==> config.mk <==
export PLATFORM = sky130hd
export DESIGN_NAME = trace_packer_flat
export DESIGN_NICKNAME = d
export VERILOG_FILES = /design/src/rtl/trace_packer_pkg.sv /design/src/rtl/trace_packer_if.sv /design/src/rtl/trace_fifo.sv /design/src/rtl/trace_packer.sv /design/src/flat_wrapper.sv
export SDC_FILE = /design/constraint.sdc
export NUM_CORES = 2
export LEC_CHECK = 0
export CORE_MARGIN = 5
export CORE_UTILIZATION = 30
export CTS_CLUSTER_SIZE = 25
export DETAILED_ROUTE_END_ITERATION = 12
export PLACE_DENSITY = 0.51
export SYNTH_ARGS = -nofsm -noshare
export SYNTH_HDL_FRONTEND = slang
export SYNTH_SLANG_ARGS = --single-unit
export TNS_END_PERCENT = 10
==> constraint.sdc <==
create_clock -name clk -period 9.7 [get_ports clk]
set_clock_uncertainty 0.05 [all_clocks]
set_input_delay 2.91 -clock clk [delete_from_list [all_inputs] [get_ports clk]]
set_output_delay 2.91 -clock clk [all_outputs]
set_load 0.01 [all_outputs]
==> src/rtl/trace_packer_pkg.sv <==
// Shared constants and width helpers for the trace_packer block.
// TRACE_PACKER_TIMESTAMP_EN adds a capture timestamp to every output word.
package trace_packer_pkg;

    localparam int unsigned DROP_CNT_W = 16;
    localparam logic [DROP_CNT_W-1:0] DROP_CNT_MAX = 16'hFFFF;

`ifdef TRACE_PACKER_TIMESTAMP_EN
    localparam bit TS_EN = 1'b1;
`else
    localparam bit TS_EN = 1'b0;
`endif

    function automatic int unsigned calc_ch_w(input int unsigned ch_num);
        return (ch_num <= 1) ? 1 : $clog2(ch_num);
    endfunction

    function automatic int unsigned calc_out_width(input int unsigned ch_num,
                                                   input int unsigned data_width,
                                                   input int unsigned ts_width);
        return (TS_EN ? ts_width : 0) + calc_ch_w(ch_num) + data_width;
    endfunction

endpackage

==> src/rtl/trace_packer_if.sv <==
// Trace sources in, packed valid/ready stream out, plus drop status.
// The master side is the packer, the slave side is the surrounding design.
interface trace_packer_if
    import trace_packer_pkg::*;
#(
    parameter int unsigned CH_NUM     = 4,
    parameter int unsigned DATA_WIDTH = 64,
    parameter int unsigned TS_WIDTH   = 32
);
    localparam int unsigned OUT_WIDTH = calc_out_width(CH_NUM, DATA_WIDTH, TS_WIDTH);

    logic [CH_NUM-1:0]            in_valid;
    logic [CH_NUM*DATA_WIDTH-1:0] in_data;
    logic                         out_valid;
    logic                         out_ready;
    logic [OUT_WIDTH-1:0]         out_data;
    logic [CH_NUM-1:0]            overflow;
    logic [CH_NUM*DROP_CNT_W-1:0] drop_cnt;

    modport master (
        input  in_valid, in_data, out_ready,
        output out_valid, out_data, overflow, drop_cnt
    );

    modport slave (
        output in_valid, in_data, out_ready,
        input  out_valid, out_data, overflow, drop_cnt
    );

endinterface

==> src/rtl/trace_fifo.sv <==
// Single-clock FIFO with async reset; full is based on start-of-cycle occupancy,
// so a same-cycle pop never makes room for a same-cycle push.
module trace_fifo #(
    parameter int unsigned WIDTH = 64,
    parameter int unsigned DEPTH = 8
) (
    input  logic             clk,
    input  logic             rst,
    input  logic             wr_en,
    input  logic [WIDTH-1:0] wdata,
    input  logic             rd_en,
    output logic [WIDTH-1:0] rdata,
    output logic             full,
    output logic             empty
);
    localparam int unsigned AW = $clog2(DEPTH);
    localparam logic [AW:0] FULL_CNT = (AW + 1)'(DEPTH);

    logic [WIDTH-1:0] mem [DEPTH];
    logic [AW-1:0]    wr_ptr_q, rd_ptr_q;
    logic [AW:0]      count_q;
    logic             do_wr, do_rd;

    assign full  = (count_q == FULL_CNT);
    assign empty = (count_q == '0);
    assign do_wr = wr_en && !full;
    assign do_rd = rd_en && !empty;
    assign rdata = mem[rd_ptr_q];

    always_ff @(posedge clk or posedge rst) begin
        if (rst) begin
            wr_ptr_q <= '0;
            rd_ptr_q <= '0;
            count_q  <= '0;
        end else begin
            if (do_wr) wr_ptr_q <= wr_ptr_q + 1'b1;
            if (do_rd) rd_ptr_q <= rd_ptr_q + 1'b1;
            case ({do_wr, do_rd})
                2'b10:   count_q <= count_q + 1'b1;
                2'b01:   count_q <= count_q - 1'b1;
                default: count_q <= count_q;
            endcase
        end
    end

    // Storage is not reset; validity is tracked by the pointers alone.
    always_ff @(posedge clk) begin
        if (do_wr) mem[wr_ptr_q] <= wdata;
    end

endmodule

==> src/rtl/trace_packer.sv <==
// Multi-channel trace collector: per-channel FIFOs, round-robin into one registered stream.
// Define TRACE_PACKER_TIMESTAMP_EN to stamp each sample with a free-running capture counter.
module trace_packer
    import trace_packer_pkg::*;
#(
    parameter int unsigned CH_NUM     = 4,
    parameter int unsigned DATA_WIDTH = 64,
    parameter int unsigned FIFO_DEPTH = 8,
    parameter int unsigned TS_WIDTH   = 32
) (
    input logic            clk,
    input logic            rst,
    trace_packer_if.master bus
);
    localparam int unsigned CH_W      = calc_ch_w(CH_NUM);
    localparam int unsigned OUT_WIDTH = calc_out_width(CH_NUM, DATA_WIDTH, TS_WIDTH);

`ifdef TRACE_PACKER_TIMESTAMP_EN
    localparam int unsigned ENTRY_W = TS_WIDTH + DATA_WIDTH;

    logic [TS_WIDTH-1:0] ts_q;

    always_ff @(posedge clk or posedge rst) begin
        if (rst) ts_q <= '0;
        else     ts_q <= ts_q + 1'b1;
    end
`else
    localparam int unsigned ENTRY_W = DATA_WIDTH;
`endif

    logic [CH_NUM-1:0]    fifo_full, fifo_empty, fifo_rd;
    logic [ENTRY_W-1:0]   fifo_rdata [CH_NUM];
    logic [CH_W-1:0]      rr_ptr_q, grant;
    logic                 any_req, load;
    logic                 out_valid_q;
    logic [OUT_WIDTH-1:0] out_data_q, out_word;

    for (genvar i = 0; i < CH_NUM; i++) begin : g_ch
        logic [ENTRY_W-1:0]    wdata;
        logic                  overflow_q;
        logic [DROP_CNT_W-1:0] drop_cnt_q;

`ifdef TRACE_PACKER_TIMESTAMP_EN
        assign wdata = {ts_q, bus.in_data[i*DATA_WIDTH +: DATA_WIDTH]};
`else
        assign wdata = bus.in_data[i*DATA_WIDTH +: DATA_WIDTH];
`endif
        assign fifo_rd[i] = load && (grant == CH_W'(i));

        trace_fifo #(
            .WIDTH (ENTRY_W),
            .DEPTH (FIFO_DEPTH)
        ) u_fifo (
            .clk   (clk),
            .rst   (rst),
            .wr_en (bus.in_valid[i]),
            .wdata (wdata),
            .rd_en (fifo_rd[i]),
            .rdata (fifo_rdata[i]),
            .full  (fifo_full[i]),
            .empty (fifo_empty[i])
        );

        always_ff @(posedge clk or posedge rst) begin
            if (rst) begin
                overflow_q <= 1'b0;
                drop_cnt_q <= '0;
            end else if (bus.in_valid[i] && fifo_full[i]) begin
                overflow_q <= 1'b1;
                if (drop_cnt_q != DROP_CNT_MAX) drop_cnt_q <= drop_cnt_q + 1'b1;
            end
        end

        assign bus.overflow[i]                            = overflow_q;
        assign bus.drop_cnt[i*DROP_CNT_W +: DROP_CNT_W] = drop_cnt_q;
    end

    // First non-empty channel after the last grant, wrapping at CH_NUM.
    always_comb begin
        logic [CH_W-1:0] cand;
        cand    = '0;
        grant   = rr_ptr_q;
        any_req = 1'b0;
        for (int unsigned k = 1; k <= CH_NUM; k++) begin
            cand = CH_W'((32'(rr_ptr_q) + k) % CH_NUM);
            if (!any_req && !fifo_empty[cand]) begin
                any_req = 1'b1;
                grant   = cand;
            end
        end
    end

    assign load = (!out_valid_q || bus.out_ready) && any_req;

`ifdef TRACE_PACKER_TIMESTAMP_EN
    assign out_word = {fifo_rdata[grant][DATA_WIDTH +: TS_WIDTH], grant,
                       fifo_rdata[grant][DATA_WIDTH-1:0]};
`else
    assign out_word = {grant, fifo_rdata[grant][DATA_WIDTH-1:0]};
`endif

    always_ff @(posedge clk or posedge rst) begin
        if (rst) begin
            out_valid_q <= 1'b0;
            out_data_q  <= '0;
            rr_ptr_q    <= CH_W'(CH_NUM - 1);
        end else if (load) begin
            out_valid_q <= 1'b1;
            out_data_q  <= out_word;
            rr_ptr_q    <= grant;
        end else if (bus.out_ready) begin
            out_valid_q <= 1'b0;
        end
    end

    assign bus.out_valid = out_valid_q;
    assign bus.out_data  = out_data_q;

endmodule

==> src/flat_wrapper.sv <==
// flat-port wrapper written by rule: the top's interface ports become plain ports
module trace_packer_flat import trace_packer_pkg::*;
#(
    parameter int unsigned CH_NUM     = 4,
    parameter int unsigned DATA_WIDTH = 64,
    parameter int unsigned FIFO_DEPTH = 8,
    parameter int unsigned TS_WIDTH   = 32
)
  (clk, rst, bus_in_valid, bus_in_data, bus_out_ready, bus_out_valid, bus_out_data, bus_overflow, bus_drop_cnt);
  trace_packer_if #(.CH_NUM(CH_NUM), .DATA_WIDTH(DATA_WIDTH), .TS_WIDTH(TS_WIDTH)) bus_i ();
  input logic clk;
  input logic rst;
  input wire logic [$bits(bus_i.in_valid)-1:0] bus_in_valid;
  input wire logic [$bits(bus_i.in_data)-1:0] bus_in_data;
  input wire logic [$bits(bus_i.out_ready)-1:0] bus_out_ready;
  output wire logic [$bits(bus_i.out_valid)-1:0] bus_out_valid;
  output wire logic [$bits(bus_i.out_data)-1:0] bus_out_data;
  output wire logic [$bits(bus_i.overflow)-1:0] bus_overflow;
  output wire logic [$bits(bus_i.drop_cnt)-1:0] bus_drop_cnt;
  assign bus_i.in_valid = bus_in_valid;
  assign bus_i.in_data = bus_in_data;
  assign bus_i.out_ready = bus_out_ready;
  assign bus_out_valid = bus_i.out_valid;
  assign bus_out_data = bus_i.out_data;
  assign bus_overflow = bus_i.overflow;
  assign bus_drop_cnt = bus_i.drop_cnt;
  trace_packer #(.CH_NUM(CH_NUM), .DATA_WIDTH(DATA_WIDTH), .FIFO_DEPTH(FIFO_DEPTH), .TS_WIDTH(TS_WIDTH)) u_core (.clk(clk), .rst(rst), .bus(bus_i));
endmodule
==> Word level (Yosys, flattened, before mapping) <==
Memory sizes are Yosys's and may differ from the RTL's.
Cells that the tools add are included.
{ "op_classes": {"bitwise_logic": 1, "reduce_logical": 49, "magnitude_cmp": 5, "n_addsub": 24, "muxes": 33, "eq_ne": 19} }
{ "ops": {"columns": ["op", "count"], "rows": [
  ["binary-select mux 64 bit (select 2 bit)", 1],
  ["2-to-1 mux 64 bit", 2],
  ["adder 16 x 1 -> 16 bit, second input constant", 4],
  ["!= test 16 bit, second input constant", 4],
  ["case mux 4 bit (2 select lines)", 4],
  ["adder 3 x 1 -> 3 bit, second input constant", 8],
  ["logical AND 1 bit", 20],
  ["2-to-1 mux 1 bit", 18],
  ["adder 4 x 1 -> 4 bit, second input constant", 4],
  ["equality test 4 bit, second input constant", 4],
  ["zero test 4 bit", 4],
  ["subtractor 4 x 1 -> 4 bit, second input constant", 4],
  ["zero test 1 bit", 14],
  ["equality test 2 bit, second input constant", 6],
  ["< comparator 2 x 3 -> 1 bit, second input constant", 4],
  ["equality test 2 x 1 -> 1 bit, second input constant", 5],
  ["nonzero test 2 bit", 5],
  ["binary-select mux 1 bit (select 2 bit)", 4],
  ["2-to-1 mux 2 bit", 4],
  ["AND reduction 2 bit", 4],
  ["adder 2 x 1 -> 2 bit, second input constant", 2],
  ["adder 2 bit, second input constant", 2],
  [">= comparator 3 bit, second input constant", 1],
  ["inverter 2 -> 3 bit", 1],
  ["other kinds (2)", 2]
]} }
{ "totals": {"ram_bits": 2048, "regBits": 177, "out_inout_bits": 135, "memories": 4, "input_bits": 263, "word_cells": 158} }
{ "mem_list": {"columns": ["name", "depth", "width", "rd", "rd_clocked_by_memory_dff", "write_ports", "line_no", "text"], "rows": [
  ["u_core.g_ch[0].u_fifo.mem", 8, 64, 1, 0, 1, "trace_fifo.sv:19", "logic [WIDTH-1:0] mem [DEPTH];"],
  ["u_core.g_ch[1].u_fifo.mem", 8, 64, 1, 0, 1, "trace_fifo.sv:19", null],
  ["u_core.g_ch[2].u_fifo.mem", 8, 64, 1, 0, 1, "trace_fifo.sv:19", null],
  ["u_core.g_ch[3].u_fifo.mem", 8, 64, 1, 0, 1, "trace_fifo.sv:19", null]
]} }

==> Longest topological paths before layout <==
{ "depth": {"word_depth": 17, "mapped_depth": 15, "ltp_nobuf": 13} }

==> Hierarchy <==
From an unflattened synthesis, not the netlist that was laid out.
{ "unflattened": {"hier_cells": 3903, "area_unflattened_um2": 87066.0} }
{ "by_module_without_submodules": {"columns": ["mod", "area_each_um2", "cells_per_inst", "n_inst", "seq_area_each_um2"], "rows": [
  ["trace_fifo at u_core.g_ch[0].u_fifo ...", 19849.0, 807, 3, 15625.0],
  ["trace_fifo at u_core.g_ch[1].u_fifo", 19851.5, 807, 1, 15625.0],
  ["trace_packer", 7667.4, 675, 1, 3430.8]
]} }

==> Least setup slack after synthesis <==
Ideal clock, no wire load.
{ "synth_timing": {"path_kind": "input-to-reg", "from": "input port bus_in_valid[3]", "to": "memory u_core.g_ch[3].u_fifo.mem[4][0] (enable)", "setup_time_ns": 0.667, "n_path_buf": 0, "cell_stages": 3, "arrival_ns": 9.830, "t_required_ns": 8.983, "setup_slack_ns": -0.847, "path_cell_list": "and2_1 -> inv_1 -> nor4b_1"} }
{ "synth_between": {"elab_chain_cells": 3} }
{ "synth_lines": {"columns": ["item", "line_no", "text"], "rows": [
  ["start: declaration", "flat_wrapper.sv:13", "input wire logic [$bits(bus_i.in_valid)-1:0] bus_in_valid;"],
  ["logical AND 1 bit", "trace_fifo.sv:26", "assign do_wr = wr_en && !full;"],
  ["2-to-1 mux 1 bit", "trace_fifo.sv:48", "if (do_wr) mem[wr_ptr_q] <= wdata;"],
  ["2-to-1 mux 1 bit (implied by the code)", "trace_fifo.sv:48", null],
  ["end: declaration", "trace_fifo.sv:19", null]
]} }
Every way passes these cells.

==> Final worst setup path <==
{ "layout_timing": {"from": "input port bus_in_valid[2]", "to": "memory u_core.g_ch[2].u_fifo.mem[6][37] (enable)"} }
{ "layout_between": {"elab_chain_cells": 3} }
{ "layout_lines": {"columns": ["item", "line_no"], "rows": [
  ["logical AND 1 bit", "trace_fifo.sv:26"],
  ["2-to-1 mux 1 bit", "trace_fifo.sv:48"],
  ["2-to-1 mux 1 bit (implied by the code)", "trace_fifo.sv:48"],
  ["end: declaration", "trace_fifo.sv:19"]
]} }
Every way passes these cells.

==> metrics.md <==
| Metric | Value |
|---|---|
| EDFF count, synth | `roughly 2,000` |
| Antenna violations before repair | `about 130` |
| GR Util met1 | `20.8%` |
| Clock sink count | `between 2,000 and 2,500` |
| Fraction of registers with async set/reset | `7.96%` |
| Design Power | `0.0322 W` |
| Post-synth cell types | `48` |
| First-pass GRT wire length | `roughly 340,000 µm` |
| Top cell type's share of synthesized area | `between 70% and 80%` |
| Power Density | `314 nW/µm²` |
| Fin crit share | `57.3%` |
| Slowest stage delay, CP | `between 800 and 900 ps` |
| Vias | `between 40,000 and 50,000` |
| Post-route minimum period | `5560 ps` |
| WP buf/inv | `2` |
| Mapped Nets | `4,300` |
| Number of hold violations in the final report | `0` |
| Post-DP Area | `95,200 µm²` |
| Met3 Use GR | `3.94%` |
| Max-cap viol count | `0` |
| Core area | `287,000 µm²` |
| Finished Cell Area | `103,000 µm²` |
| Fmax | `180 MHz` |
| Die Area | `299,000 µm²` |
| Post-Layout Cell Count | `8,510` |
| # setup viols final | `0` |
| Top cells by area, synth | `edfxtp_1 (71%), mux4_2 (13%), dfrtp_1 (5.1%), mux2_2 (1.7%), mux2i_1 (1.5%)` |
| Total CTS buffers | `236` |
| Register clock-pin slew on the reported worst setup and hold paths | `60 ps` |
| Max Root-Sink Buffers | `4` |
| Status | `complete, no violations` |
| Share of layout cells above drive strength 1 | `about a quarter` |
| Skew-Pair Late Insertion Delay | `890 ps` |
| Post-route setup slack | `4140 ps` |
| Relative slew margins | `22.0%` |
| Final Max Slew Viols | `0` |
| Post-CTS resize count | `0` |
| Nets | `4,800` |
| Area grow syn2layout | `18.8%` |
| CTS tree | `done` |
| Final GP Congestion | `0.759` |
| Peak supply drop | `about 0.32 mV` |
| Post-synth top flop | `edfxtp_1` |
| Iteration-0 DRC Markers | `2,953` |
| Port Buf Inserts | `397` |
| RSZ-0062 raised after global routing | `no` |
| Flops & latches, synth | `2,225` |
| Drt pass-1 iters | `5` |
| Crit path arrival time | `6000 ps` |
| Critical path peak fanout | `40` |
| CP cell instances | `clkdlybuf4s50_1 -> and2_1 -> nand2b_1 -> nor2_4 -> buf_4` |
| Worst hold path type | `reg2reg` |
| Synth Instances | `4,009` |
| Slew @ Worst Pin | `1160 ps` |
| Sequential share of the synthesized area | `76.3%` |
| Grt peak-use layer | `met2` |
| Fillers | `between 20,000 and 30,000` |
| Count leader, synth | `edfxtp_1` |
| CP startpoint kind | `primary input` |
| Crit path required time | `10,140 ps` |
| Ys Warns | `0` |
| WS Path Type | `in2reg` |
| Drt drc | `0` |
| Cell leakage power | `32.7 nW` |
| Element type at the critical path end | `flip-flop` |
| Post-synth top cells | `edfxtp_1 (2,048), mux4_2 (512), dfrtp_1 (175)` |
| Crit path max-delay family | `simple AND/OR/NAND/NOR gates` |
| Syn Std Cell Area | `86,400 µm²` |
| Die Wd | `547 µm` |
| CTS Root Cell | `clkbuf_16` |
| Row count | `197` |
| Die height | `547 µm` |
| IO Count | `~400` |
| Post-CTS Setup Repair Bufs | `0` |
| Detail Placement HPWL | `157,000 µm` |
| Gr usage total | `15.8%` |
| Pre-CTS setup slack | `3220 ps` |
| Post-route ant nets | `0` |
| GR Util met2 | `25.8%` |
| Final setup TNS | `0 ps` |
| Largest net degree at the start of global routing | `132` |
| Crit-path slowest cell | `nor2_4` |
| Wire per inst | `28.4 µm` |
| Vias per cell | `4.85` |
| Vias in the first global route | `42,100` |
| CTS Hold Bufs | `0` |
| H-tree depth | `4` |
| Gr ovfl total | `0` |
| Mean Syn Cell Area | `21.6 µm²` |
| Leading area contributor after synthesis | `edfxtp_1` |
| Final wirelength | `241,000 µm` |
| Starting Density | `30.1%` |
| Post-Place Cells | `between 8,000 and 9,000` |
==> path summary, 6_finish.rpt <==
check	start	end	slack [ps]	cells after the start
hold / removal	u_core.g_ch[1].drop_cnt_q[6]	u_core.g_ch[1].drop_cnt_q[6]	440	1
hold reg to reg	u_core.g_ch[1].drop_cnt_q[6]	u_core.g_ch[1].drop_cnt_q[6]	440	1
setup / recovery	bus_in_valid[2]	u_core.g_ch[2].u_fifo.mem[6][37]	4140	5
setup reg to reg	u_core.g_ch[1].u_fifo.count_q[0]	u_core.bus.out_data[1]	4910	8
min in group asynchronous	rst	u_core.g_ch[3].drop_cnt_q[7]	2620	2
max in group asynchronous	rst	u_core.bus.out_data[56]	5460	3
==> worst reg2reg max path: cells and delay by family (launching register included) <==
kind / cells / cell delay (ps)
flip-flops: 1 / 450
AND/OR/NAND/NOR: 2 / 1070
buffers and inverters: 2 / 1250
AO/OA/AOI/OAI: 4 / 1900
==> stage by stage <==
step / utilization [%] / hold WS (ps)
final: 35.7 / 442
after global routing: 35.7 / 463
after CTS: 35.7 / 443
after detailed placement: 33.1 / 435
after global placement: 33.1 / 428
after floorplan: - / 391
==> registers in the layout (all words and copies together), names as in the netlist <==
register,cells
u_core.rr_ptr_q,2
u_core.g_ch.u_fifo.wr_ptr_q,12
u_core.g_ch.overflow_q,4
u_core.bus.out_data,66
u_core.g_ch.u_fifo.rd_ptr_q,12
u_core.bus.out_valid,1
u_core.g_ch.drop_cnt_q,64
u_core.g_ch.u_fifo.mem,2048
u_core.g_ch.u_fifo.count_q,16
==> per-layer routing <==
metal	vias up	share of wire, %
li1	17700	-
met4	54	3.0
met5	-	0.15
met1	21900	42
met2	1126	48
met3	399	6.4
==> power breakdown <==
| part | total [W] | switching, W | internal, W |
|---|---|---|---|
| Sequential | 0.0130 | 0.000899 | 0.0121 |
| Combinational | 0.0105 | 0.00635 | 0.00413 |
| Clock | 0.00873 | 0.00365 | 0.00508 |
| Total | 0.0322 | 0.0109 | 0.0213 |
==> cell families (layout without fill, tap and decap cells) <==
| kind of cell | after synthesis | after routing | synth area share, % |
|---|---|---|---|
| multiplexers | 780 | 780 | 16.6 |
| XOR/XNOR | 89 | 89 | 0.902 |
| buffers and inverters | 247 | 936 | 1.28 |
| other | 0 | 31 | 0 |
| AO/OA/AOI/OAI | 284 | 284 | 2.44 |
| flip-flops | 2225 | 2225 | 76.3 |
| AND/OR/NAND/NOR | 356 | 356 | 1.99 |
| adder cells (fa/ha/maj) | 28 | 28 | 0.440 |
==> placed cells by master, fill, tap and decap left out, drive strengths merged, types with 8 or more instances in the layout <==
| cell type | count |
|---|---|
| clkdlybuf4s50 | 397 |
| edfxtp | 2048 |
| diode | 31 |
| mux4 | 512 |
| nand2 | 78 |
| nand4 | 19 |
| dfrtp | 175 |
| a31oi | 129 |
| and3 | 11 |
| inv | 28 |
| and2 | 11 |
| nand2b | 10 |
| o21ai | 69 |
| nor3 | 17 |
| o211ai | 64 |
| nor2 | 101 |
| xor2 | 22 |
| buf | 89 |
| clkbuf | 304 |
| mux2 | 135 |
| ha | 24 |
| and4 | 8 |
| xnor2 | 67 |
| clkinv | 94 |
| nand3 | 85 |
| bufinv | 21 |
| mux2i | 133 |
| a21oi | 10 |
==> area by class of cell <==
type | instances | area (µm²) | share of cell area [%]
Tap cell | 3781 | 4730 | 4.61
Inverter | 23 | 93.8 | 0.0914
Antenna cell | 31 | 77.6 | 0.0756
Clock inverter | 123 | 1140 | 1.11
Clock buffer | 304 | 6260 | 6.10
Multi-Input combinational cell | 1537 | 19600 | 19.1
Sequential cell | 2225 | 66000 | 64.3
Timing Repair Buffer | 486 | 4720 | 4.60
(Power assumes the default switching activity.)
